File: config.mk
export PLATFORM = sky130hd
export DESIGN_NAME = vga_sync_monitor
export DESIGN_NICKNAME = d
export VERILOG_FILES = /design/src/rtl/vga_sync_monitor_pkg.sv /design/src/rtl/vga_sync_monitor_crc16.sv /design/src/rtl/vga_sync_monitor.sv
export SDC_FILE = /design/constraint.sdc
export NUM_CORES = 1
export LEC_CHECK = 0
export ABC_AREA = 1
export ABC_CLOCK_PERIOD_IN_PS = 4830
export CORE_MARGIN = 8
export CORE_UTILIZATION = 45
export CTS_CLUSTER_SIZE = 40
export DETAILED_ROUTE_END_ITERATION = 8
export PLACE_DENSITY = 0.71
export SYNTH_ARGS = -nofsm -noshare
export SYNTH_HDL_FRONTEND = slang
export SYNTH_SLANG_ARGS = --single-unit
File: constraint.sdc
create_clock -name clk -period 4.83 [get_ports clk]
set_input_delay 0.966 -clock clk [delete_from_list [all_inputs] [get_ports clk]]
set_output_delay 0.966 -clock clk [all_outputs]
set_load 0.02 [all_outputs]
File: src/rtl/vga_sync_monitor_pkg.sv
// Shared types and constants for the VGA sync monitor: 640x480@60 default timing,
// lock FSM state encoding and the 3-bit-per-clock CRC-16-CCITT step.
package vga_sync_monitor_pkg;

  localparam int DEF_H_DISPLAY    = 640;
  localparam int DEF_H_TOTAL      = 800;
  localparam int DEF_H_SYNC_START = 656;
  localparam int DEF_V_DISPLAY    = 480;
  localparam int DEF_V_TOTAL      = 525;
  localparam int DEF_V_SYNC_START = 490;

  typedef enum logic [1:0] {
    SEARCH = 2'd0,
    VERIFY = 2'd1,
    LOCKED = 2'd2
  } mon_state_t;

  localparam logic [15:0] CRC_POLY = 16'h1021;
  localparam logic [15:0] CRC_INIT = 16'hFFFF;

  // Pixel bits enter MSB first: b, then g, then r.
  function automatic logic [15:0] crc16_step3(input logic [15:0] c, input logic [2:0] d);
    logic [15:0] r;
    r = c;
    for (int i = 2; i >= 0; i--)
      r = {r[14:0], 1'b0} ^ ((r[15] ^ d[i]) ? CRC_POLY : 16'h0000);
    return r;
  endfunction

endpackage

File: src/rtl/vga_sync_monitor_crc16.sv
// vga_crc16: running CRC over enabled pixels; clear snapshots the running value
// into frame_crc and restarts from the init value.
module vga_crc16
  import vga_sync_monitor_pkg::*;
(
  input  logic        clk,
  input  logic        reset,
  input  logic        clear,
  input  logic        enable,
  input  logic [2:0]  data,
  output logic [15:0] frame_crc
);

  logic [15:0] crc;

  always_ff @(posedge clk or posedge reset) begin
    if (reset) begin
      crc       <= CRC_INIT;
      frame_crc <= '0;
    end else if (clear) begin
      frame_crc <= crc;
      crc       <= CRC_INIT;
    end else if (enable) begin
      crc <= crc16_step3(crc, data);
    end
  end

endmodule

File: src/rtl/vga_sync_monitor.sv
// vga_sync_monitor: flywheel hpos/vpos recovery, sync-edge checking and lock FSM.
// Frame CRC is built only when VGA_SYNC_MONITOR_CRC_EN is defined; otherwise frame_crc is 0.
module vga_sync_monitor
  import vga_sync_monitor_pkg::*;
#(
  parameter int H_DISPLAY       = DEF_H_DISPLAY,
  parameter int H_TOTAL         = DEF_H_TOTAL,
  parameter int H_SYNC_START    = DEF_H_SYNC_START,
  parameter int V_DISPLAY       = DEF_V_DISPLAY,
  parameter int V_TOTAL         = DEF_V_TOTAL,
  parameter int V_SYNC_START    = DEF_V_SYNC_START,
  parameter bit SYNC_ACTIVE_LOW = 1'b1,
  parameter int LOCK_FRAMES     = 2
) (
  input  logic        clk,
  input  logic        reset,
  input  logic        hsync_in,
  input  logic        vsync_in,
  input  logic [2:0]  rgb_in,
  output logic [2:0]  rgb_out,
  output logic [9:0]  hpos,
  output logic [9:0]  vpos,
  output logic        display_on,
  output logic        locked,
  output logic        sync_error,
  output logic [15:0] frame_count,
  output logic [7:0]  err_count,
  output logic [15:0] frame_crc
);

  mon_state_t state;
  logic [3:0] good, good_inc;
  logic       hs_q, vs_q;
  logic       h_edge, v_edge, h_wrap, h_mis, v_mis, mis, disp_next;
  logic [9:0] h_pred, v_pred, h_next, v_next;

  // hs_q/vs_q hold the previous raw sample; edges compare it against the live input
  // so every output lags the stream by exactly one clock.
  always_comb begin
    h_edge    = (hsync_in ^ SYNC_ACTIVE_LOW) & ~(hs_q ^ SYNC_ACTIVE_LOW);
    v_edge    = (vsync_in ^ SYNC_ACTIVE_LOW) & ~(vs_q ^ SYNC_ACTIVE_LOW);
    h_wrap    = (hpos == 10'(H_TOTAL - 1));
    h_pred    = h_wrap ? 10'd0 : hpos + 10'd1;
    v_pred    = vpos;
    if (h_wrap) v_pred = (vpos == 10'(V_TOTAL - 1)) ? 10'd0 : vpos + 10'd1;
    h_mis     = h_edge ^ (h_pred == 10'(H_SYNC_START));
    v_mis     = (h_pred == 10'd0) ? (v_edge ^ (v_pred == 10'(V_SYNC_START))) : v_edge;
    mis       = h_mis | v_mis;
    h_next    = h_edge ? 10'(H_SYNC_START) : h_pred;
    v_next    = v_edge ? 10'(V_SYNC_START) : v_pred;
    disp_next = (h_next < 10'(H_DISPLAY)) && (v_next < 10'(V_DISPLAY));
    good_inc  = good + 4'd1;
  end

  always_ff @(posedge clk or posedge reset) begin
    if (reset) begin
      state       <= SEARCH;
      good        <= '0;
      hs_q        <= SYNC_ACTIVE_LOW;
      vs_q        <= SYNC_ACTIVE_LOW;
      rgb_out     <= '0;
      hpos        <= '0;
      vpos        <= '0;
      display_on  <= 1'b0;
      locked      <= 1'b0;
      sync_error  <= 1'b0;
      frame_count <= '0;
      err_count   <= '0;
    end else begin
      hs_q       <= hsync_in;
      vs_q       <= vsync_in;
      rgb_out    <= rgb_in;
      hpos       <= h_next;
      vpos       <= v_next;
      display_on <= disp_next;
      sync_error <= mis && (state != SEARCH);
      case (state)
        SEARCH: if (v_edge) begin
          state <= VERIFY;
          good  <= '0;
        end
        VERIFY: if (mis) begin
          state <= SEARCH;
        end else if (v_edge) begin
          good <= good_inc;
          if (good_inc == 4'(LOCK_FRAMES)) begin
            state  <= LOCKED;
            locked <= 1'b1;
          end
        end
        LOCKED: if (mis) begin
          state  <= SEARCH;
          locked <= 1'b0;
          if (err_count != 8'hFF) err_count <= err_count + 8'd1;
        end else if (v_edge) begin
          frame_count <= frame_count + 16'd1;
        end
        default: begin
          state  <= SEARCH;
          locked <= 1'b0;
        end
      endcase
    end
  end

`ifdef VGA_SYNC_MONITOR_CRC_EN
  vga_crc16 u_crc (
    .clk       (clk),
    .reset     (reset),
    .clear     (v_edge),
    .enable    (disp_next),
    .data      (rgb_in),
    .frame_crc (frame_crc)
  );
`else
  assign frame_crc = 16'h0000;
`endif

endmodule

==> results of run 1 <==
[stage by stage]
| step | utilization | power [mW] |
|---|---|---|
| 2_1_floorplan | - | 0.753 |
| 3_3_place_gp | 0.544 | 0.842 |
| 3_5_place_dp | 0.544 | 0.847 |
| 4_1_cts | 0.570 | 1.31 |
| 5_1_grt | 0.570 | 1.36 |
| 6_report | 0.570 | 1.29 |
[worst max-delay path: cells and delay by family]
| family | cells | cell delay [ps] |
|---|---|---|
| AO/OA/AOI/OAI | 2 | 220 |
| buffers and inverters | 2 | 650 |
| AND/OR/NAND/NOR | 5 | 1580 |
[worst paths after layout]
kind / from / endpoint / slack (ps) / depth (start not counted)
max in group asynchronous: reset / err_count[2] / 3040 / 3
worst min-delay path: locked / locked / 490 / 2
worst min register to register: locked / locked / 490 / 2
worst max register to register: hpos[0] / frame_count[2] / 1710 / 14
worst max-delay path: hsync_in / frame_count[2] / 1580 / 9
min in group asynchronous: reset / vpos[2] / 970 / 2
[power by group]
| group | leakage [nW] | internal, mW | switching (mW) |
|---|---|---|---|
| registers | 0.735 | 0.525 | 0.0442 |
| logic | 1.24 | 0.106 | 0.162 |
| clock network | 0.107 | 0.280 | 0.178 |
[area by class of cell]
type | instances | area share
repair buffers | 58 | 0.131
inverters | 73 | 0.0627
clock inverters | 2 | 0.00795
well taps | 102 | 0.0290
flip-flops and latches | 58 | 0.330
clock buffers | 14 | 0.0392
multi-input cells | 342 | 0.401
[layer usage]
metal  vias up  wire (um)  track usage
met5         -          0            0
met4         0         57       0.0601
met3         4        487       0.0359
met2        76       3860        0.244
met1      1452       3620        0.172
li1       1601          -            -
[placed cells by master, fill, tap and decap left out, drive strengths merged, types with 3 or more instances in the layout]
cell type,netlist,final
nand2,136,136
inv,71,71
dfrtp,56,56
clkdlybuf4s50,0,56
nor2,56,56
nand3,41,41
o21ai,27,27
conb,1,16
xor2,15,15
clkbuf,1,14
nor3,11,11
nand4,7,7
ha,7,7
xnor2,6,6
nor4,5,5
a21oi,5,5
clkinv,2,3
[logic make-up (layout without fill, tap and decap cells)]
group / after synthesis / in the layout / synth area share
AOI/OAI and AO/OA: 38 / 38 / 0.0748
xor gates and xnor gates: 21 / 21 / 0.0511
adders and majority gates: 7 / 7 / 0.0243
buffers and inverters: 93 / 147 / 0.121
DFF: 58 / 58 / 0.404
other: 1 / 16 / 0.00104
and+or+nand+nor: 260 / 260 / 0.324
[registers in the layout (all words and copies together), names as in the netlist]
register     count
display_on       1
err_count        8
frame_count     16
good             4
hpos            10
hs_q             1
locked           1
rgb_out          3
state            2
sync_error       1
vpos            10
vs_q             1
==> results_dict.tcl, run 1 <==
set metrics [dict create \
    start_kind "input pin" \
    cp_common_cell "nand2_1" \
    post-place-cells 633 \
    yosysSeqAreaShare 0.404 \
    fin_setup_tns_ps 0 \
    netlist_top_cells_count "nand2_1 (129), inv_1 (67), dfrtp_1 (56)" \
    yosys.cell_types.count 37 \
    worst_ep_arrival_time_ps 3440 \
    worst_hold_slack_ps 489 \
    fmax_mhz 307 \
    io_pins 73 \
    yosysTopAreaCellShare 0.389 \
    die_w_um 105 \
    pwr_density_cell_nw_per_um2 294 \
    via_count 3133 \
    synth-seq-cells 58 \
    num_rows 32 \
    cts_hold_buf 0 \
    period_needed_ps 3250 \
    post_drt_via_cell_ratio 4.83 \
    synth.area.top_cells "dfrtp_1 (39%), nand2_1 (13%), inv_1 (7.0%)" \
    start_util 0.466 \
    antenna_found_initial 0 \
    critPathCaptureType "flip-flop" \
    pre_cts_ws_ps 1250 \
    worst-setup-path-type "input pin to flip-flop" \
    fp.dieArea_um2 11100 \
    syn_area_um2 3600 \
    yosysMostFrequentCell "nand2_1" \
    drv_cap 0 \
    layout_setup_ws_ps 1580 \
    cts_made_buffers 9 \
    cts_tree "yes" \
    coreArea_um2 7730 \
    path_cells "clkdlybuf4s50_1 -> nor2_1 -> inv_1 -> nand4_1 -> nand2_1 -> a21oi_2 -> nand3_2 -> nand2_1 -> o21ai_2" \
    finalHoldViolations 0 \
    drt_iter0_markers 138 \
    stdcell_area_um2 4410 \
    cts-root-buf "clkbuf_8" \
    wl_um 8030 \
    cts.clk_slew.worst_paths_ps 60 \
    die_h_um 105 \
    critPathSlowestCell "nand3_2" \
    yosys_most_used_dff "dfrtp_1" \
    clock_skew_ps 8.84 \
    final_nets 556 \
    synth_warnings 0 \
    avgSynthCellArea_um2 7.53 \
    clockBufferDepth 2 \
    synth_cells 478 \
    first_global_vias 3099 \
    worst_pin_slew_ps 740 \
    fillers 741 \
    hpwl_um 6050 \
    wl_per_cell_um 12.4 \
    dr.pass1.iters 5 \
    area_growth_pct 22.5 \
    clock-sinks 58 \
    multi_input_area_um2 1770 \
    leakagePower_nw 2.08 \
    drive_gt1_frac 0.113 \
    synth_largest_area_cell "dfrtp_1" \
    worst_skew_pair.late_latency_ps 330 \
    postCtsSetupBuffers 0 \
    synth_edf_count 0 \
    outcome "finished, final reports clean" \
    slew_headroom 0.506 \
    postRouteAntennaNets 0 \
    cp_slowest_stage_delay_ps 590 \
    grt_max_degree 36 \
    min_path_type "flip-flop to flip-flop" \
    maxSlewViolCount 0 \
    grt_overflow_total 0 \
    drc 0 \
    setup_viol 0 \
    place.gp.congestion 0.857 \
    fin_crit_sh 0.674 \
    crit_required_ps 5010 \
    place_area_um2 4200 \
    async_reset_ff_frac 1.00 \
    peakVddDrop_uv 234 \
    gr-usage-all-layers 0.145 \
    worstPathMaxFanout 31 \
    place.port_buffers 56 \
    cts_resized 0 \
    rsz0062_at_grt "no" \
    register_area_um2 1450 \
    cts_max_level 3 \
    antenna_cells 0 \
    fin_cells 649 \
    grt_pass1_wl_um 13600 \
]
No activity file was read; power rests on OpenSTA's default activity.
==> run 2: changes to the inputs <==
Settings changed: ABC_CLOCK_PERIOD_IN_PS 4830 to 3160.
Clock period 4.83 ns to 3.16 ns, I/O delays scaled along.
==> run 2 against run 1 <==
  * Routed wire length is 1.8% higher
  * Sequential share of layout area is 0.25 points lower
  * Global-route usage is 1.1 points higher
  * Clock power is 64% higher
  * Sequential power is 54% higher
  * Clock-buffer cell count is 3 lower
  * Critical path depth is 7 higher
  * Via count is 0.16% higher
  * Critical endpoint is now frame_count[14]
  * Largest power group unchanged
  * Highest routed layer unchanged
==> results_dict.tcl, run 2 (synthesis gave the netlist of run 1 again) <==
set metrics [dict create \
    antenna_found_initial 0 \
    fin_setup_tns_ps 0 \
    io_pins 73 \
    cts_resized 0 \
    fin_util 0.575 \
    reg_top3 "frame_count (16), hpos (10), vpos (10)" \
    cp_common_cell "nand2_1" \
    min_path_type "flip-flop to flip-flop" \
    fp.dieArea_um2 11100 \
    cpLargestDelayFamily "simple AND/OR/NAND/NOR gates" \
    largest-register "frame_count" \
    wl_um 8170 \
    place_area_um2 4220 \
    drive_gt1_frac 0.120 \
    drt_iter0_markers 91 \
    final_nets 559 \
    via_count 3138 \
    postRouteAntennaNets 0 \
    coreArea_um2 7730 \
    critPathSlowestCell "dfrtp_1" \
    cts_made_buffers 9 \
    post-place-cells 636 \
    dr.pass1.iters 5 \
    postCtsSetupBuffers 0 \
    post_drt_via_cell_ratio 4.81 \
    final_common_cell "nand2_1" \
    slew_headroom 0.644 \
    critPathCaptureType "flip-flop" \
    cts_hold_buf 0 \
    cp_num_buf_inv 1 \
    stdcell_area_um2 4440 \
    rsz0062_at_grt "no" \
    drv_cap 0 \
    die_h_um 105 \
    worstPathMaxFanout 31 \
    crit_required_ps 3420 \
    cts_tree "yes" \
    layout_setup_ws_ps 583 \
    worst_ep_arrival_time_ps 2840 \
    leakagePower_nw 2.10 \
    grt_overflow_total 0 \
    hpwl_um 6270 \
    finalHoldViolations 0 \
    place.port_buffers 56 \
    antenna_cells 0 \
    cp_slowest_stage_delay_ps 390 \
    mostFrequentLayoutCells "nand2_1 (129), inv_1 (66), dfrtp_1 (56), clkdlybuf4s50_1 (56), nor2_1 (46)" \
    die_w_um 105 \
    pre_cts_ws_ps 578 \
    gr-usage-all-layers 0.155 \
    peakVddDrop_uv 296 \
    fin_crit_sh 0.815 \
    maxSlewViolCount 0 \
    fmax_mhz 388 \
    worst-setup-path-type "flip-flop to flip-flop" \
    clockBufferDepth 2 \
    place.gp.congestion 0.885 \
    setup_viol 0 \
    outcome "finished, final reports clean" \
    start_kind "flip-flop" \
    num_rows 32 \
    fin_cells 652 \
    drc 0 \
    worst_pin_slew_ps 528 \
    grt_pass1_wl_um 14500 \
    start_util 0.466 \
    pwr_density_cell_nw_per_um2 459 \
    wl_per_cell_um 12.5 \
    grt_max_degree 32 \
    area_growth_pct 23.4 \
    first_global_vias 3160 \
    path_cells "ha_1 -> nand2_1 -> nor2_4 -> nand2_2 -> nor2_1 -> nand2_1 -> nand3_1 -> nand3_1 -> nor2_2 -> nand2_1 -> nand2_2 -> a21oi_2 -> nand3_2 -> buf_4 -> nand2_1 -> o21ai_2" \
    cts_max_level 3 \
    cts-root-buf "clkbuf_8" \
    clock_skew_ps 4.52 \
    cts.clk_slew.worst_paths_ps 60 \
    clock-sinks 58 \
    largest_reg_flops 16 \
    worst_skew_pair.late_latency_ps 330 \
    period_needed_ps 2580 \
]
-- run 2: cell types whose count changed in the layout (fill, tap and decap cells not counted), sizes merged --
cell      before  now
bufinv         1    2
clkbuf        14   11
buf            2    5
clkinv         3    4
clkinvlp       0    1
-- run 2: layout make-up --
type | instances | area, um2
Sequential cell | 58 | 1450
Fill cell | 766 | 3290
Timing Repair Buffer | 61 | 598
Clock inverter | 5 | 77.6
Multi-Input combinational cell | 342 | 1770
Inverter | 73 | 277
Clock buffer | 11 | 141
Tap cell | 102 | 128
-- run 2: metal layers --
layer,share of wire,track usage
met3,0.056,0.0438
met2,0.47,0.250
met1,0.46,0.195
met4,0.012,0.0540
met5,0,0
-- run 2: worst paths after layout --
kind                         start         endpoint  slack (ps)  cells past startpoint
min in group asynchronous    reset   frame_count[8]         520                      2
max reg2reg                hpos[0]  frame_count[14]         580                     16
max in group asynchronous    reset             hs_q        1980                      3
min                        hpos[0]          hpos[0]         510                      1
min reg2reg                hpos[0]          hpos[0]         510                      1
max                        hpos[0]  frame_count[14]         580                     16
-- run 2: worst reg2reg max path: stages (launching register included) --
cell and delay [ps]:
dfrtp_1 390, ha_1 210, nand2_1 130, nor2_4 120, nand2_2 90, nor2_1 170, nand2_1 70, nand3_1 210
nand3_1 130, nor2_2 150, nand2_1 80, nand2_2 70, a21oi_2 70, nand3_2 50, buf_4 350, nand2_1 130
o21ai_2 80
-- run 2: metrics by stage --
step	power, mW	hold slack [ps]
after global routing	2.16	539
final	2.04	508
after global placement	1.29	480
after detailed placement	1.30	500
after CTS	2.07	508
after floorplan	1.15	478
-- run 2: where the power goes --
part           internal, mW  switching [mW]  leakage [nW]  total (mW)
Clock                 0.463           0.291         0.109       0.753
Sequential            0.802          0.0723         0.735       0.874
Combinational         0.164           0.248          1.25       0.412
==> run 3: changes to the inputs <==
Settings changed: ABC_CLOCK_PERIOD_IN_PS 3160 to 2500.
Clock period 3.16 ns to 2.5 ns, I/O delays scaled along.
==> run 3 against run 2 <==
  * The flow now finishes with violations (negative setup slack)
  * Cell area is 7.9% higher
  * Via count is 5.1% higher
  * Critical path depth is 1 higher
  * First-iteration DRC count is 87% higher
  * Die area stayed put
  * Utilization is 4.6 points higher
  * Sequential cell count stayed put
  * Largest power group unchanged
  * Highest routed layer unchanged
==> results_dict.tcl, run 3 (synthesis gave the netlist of run 1 again) <==
set metrics [dict create \
    worst-setup-path-type "flip-flop to flip-flop" \
    first_global_vias 3212 \
    area_growth_pct 33.2 \
    via_count 3297 \
    final_nets 579 \
    fin_crit_sh 1.02 \
    cts_made_buffers 9 \
    fin_cells 672 \
    start_kind "flip-flop" \
    reg2reg_depth 17 \
    worst_ep_arrival_time_ps 2770 \
    mostFrequentLayoutCells "nand2_1 (108), inv_1 (66), clkdlybuf4s50_1 (56), dfrtp_1 (54), nor2_1 (42)" \
    fp.dieArea_um2 11100 \
    critPathCaptureType "flip-flop" \
    worstPathMaxFanout 8 \
    grt_pass1_wl_um 14400 \
    hpwl_um 6270 \
    clock-sinks 58 \
    rsz0062_at_grt "yes" \
    fmax_mhz 394 \
    worst_pin_slew_ps 556 \
    die_h_um 105 \
    leakagePower_nw 2.23 \
    crit_start "hpos[1]" \
    rr_startpoint "hpos[1]" \
    clock_skew_ps 7.67 \
    wl_um 8910 \
    cts_tree "yes" \
    cts_max_level 3 \
    final_common_cell "nand2_1" \
    peakVddDrop_uv 330 \
    min_path_type "input pin to async pin" \
    layout_setup_ws_ps -40.0 \
    wl_per_cell_um 13.3 \
    postRouteAntennaNets 0 \
    reg_top3 "frame_count (16), hpos (10), vpos (10)" \
    r2r_setup_slack_ps -40 \
    outcome "finished, violations left" \
    cts.clk_slew.worst_paths_ps 70 \
    gr-usage-all-layers 0.154 \
    pwr_density_cell_nw_per_um2 505 \
    start_util 0.466 \
    coreArea_um2 7730 \
    rr_endpoint "frame_count[9]" \
    post_drt_via_cell_ratio 4.91 \
    place.gp.congestion 0.887 \
    place.port_buffers 56 \
    period_needed_ps 2540 \
    finalHoldViolations 0 \
    maxSlewViolCount 0 \
    clockBufferDepth 2 \
    violations "negative setup slack" \
    drv_cap 0 \
    worst_hold_slack_ps 474 \
    crit_end "frame_count[9]" \
    post-place-cells 643 \
    slew_headroom 0.620 \
    worst_skew_pair.late_latency_ps 330 \
    dr.pass1.iters 5 \
    grt_overflow_total 0 \
    io_pins 73 \
    drc 0 \
    crit_required_ps 2730 \
    drive_gt1_frac 0.209 \
    grt_max_degree 32 \
    antenna_cells 0 \
    num_rows 32 \
    largest-register "frame_count" \
    drt_iter0_markers 170 \
    antenna_found_initial 0 \
    cts-root-buf "clkbuf_8" \
    setup_viol 12 \
    largest_reg_flops 16 \
    die_w_um 105 \
]
==> run 3: worst max-delay path, cell delays in order, from the launching register on <==
cell and delay [ps]:
dfrtp_1 410, ha_4 180, nand2_4 70, nor2_4 170, nand2_4 100, nor2_2 270, nand3_1 110, nand2_1 70
nand2_1 60, nand3_1 130, nor2_4 60, nand2_2 50, nand2_2 80, a21oi_4 190, nand3_4 140, clkbuf_16 210
nand2_1 70, o21ai_2 50
==> run 3: final cells by class <==
type	instances	area, um2
fillers	652	2930
multi-input cells	343	1970
flip-flops and latches	58	1460
repair buffers	79	797
inverters	73	279
clock buffers	13	149
well taps	102	128
clock inverters	3	15.0
repair inverters	1	5.00
==> run 3: through the flow <==
step	worst slack (ps)	util	total power [mW]	area (um2)	setup TNS, ps
3_3_place_gp	45.7	0.557	1.64	4300	0
6_report	-40.0	0.620	2.42	4790	-229
5_1_grt	-203	0.620	2.56	4790	-4940
4_1_cts	9.76	0.578	2.40	4470	0
3_5_place_dp	6.94	0.557	1.65	4300	0
2_1_floorplan	137	-	1.46	3650	0
==> run 3: per-layer routing <==
| metal | routed length, um | global-route usage | vias to the layer above |
|---|---|---|---|
| met2 | 4340 | 0.253 | 110 |
| met4 | 82 | 0.0499 | 0 |
| met1 | 3810 | 0.187 | 1528 |
| met5 | 0 | 0 | - |
| met3 | 680 | 0.0481 | 8 |
| li1 | - | - | 1651 |
==> run 3: worst min path at each step <==
stage / startpoint / end / slack, ps / cells past startpoint
global route: reset / frame_count[7] / 490 / 2
detailed placement: locked / locked / 470 / 2
floorplan: good[3] / good[3] / 480 / 2
finish: reset / frame_count[7] / 470 / 2
global placement: locked / locked / 460 / 2
CTS: reset / frame_count[7] / 470 / 2
==> run 3: what timing repair did <==
action,4_1_cts,5_1_grt
hold buffers,0,0
pin swaps,1,18
buffers inserted,0,9
resized for setup,1,55
setup endpoints to repair,3,31
cloned,0,4
==> run 3: power by group <==
| group | switching (mW) | leakage (nW) | internal [mW] |
|---|---|---|---|
| Combinational | 0.338 | 1.41 | 0.235 |
| Sequential | 0.0961 | 0.734 | 1.01 |
| Clock | 0.356 | 0.0872 | 0.383 |
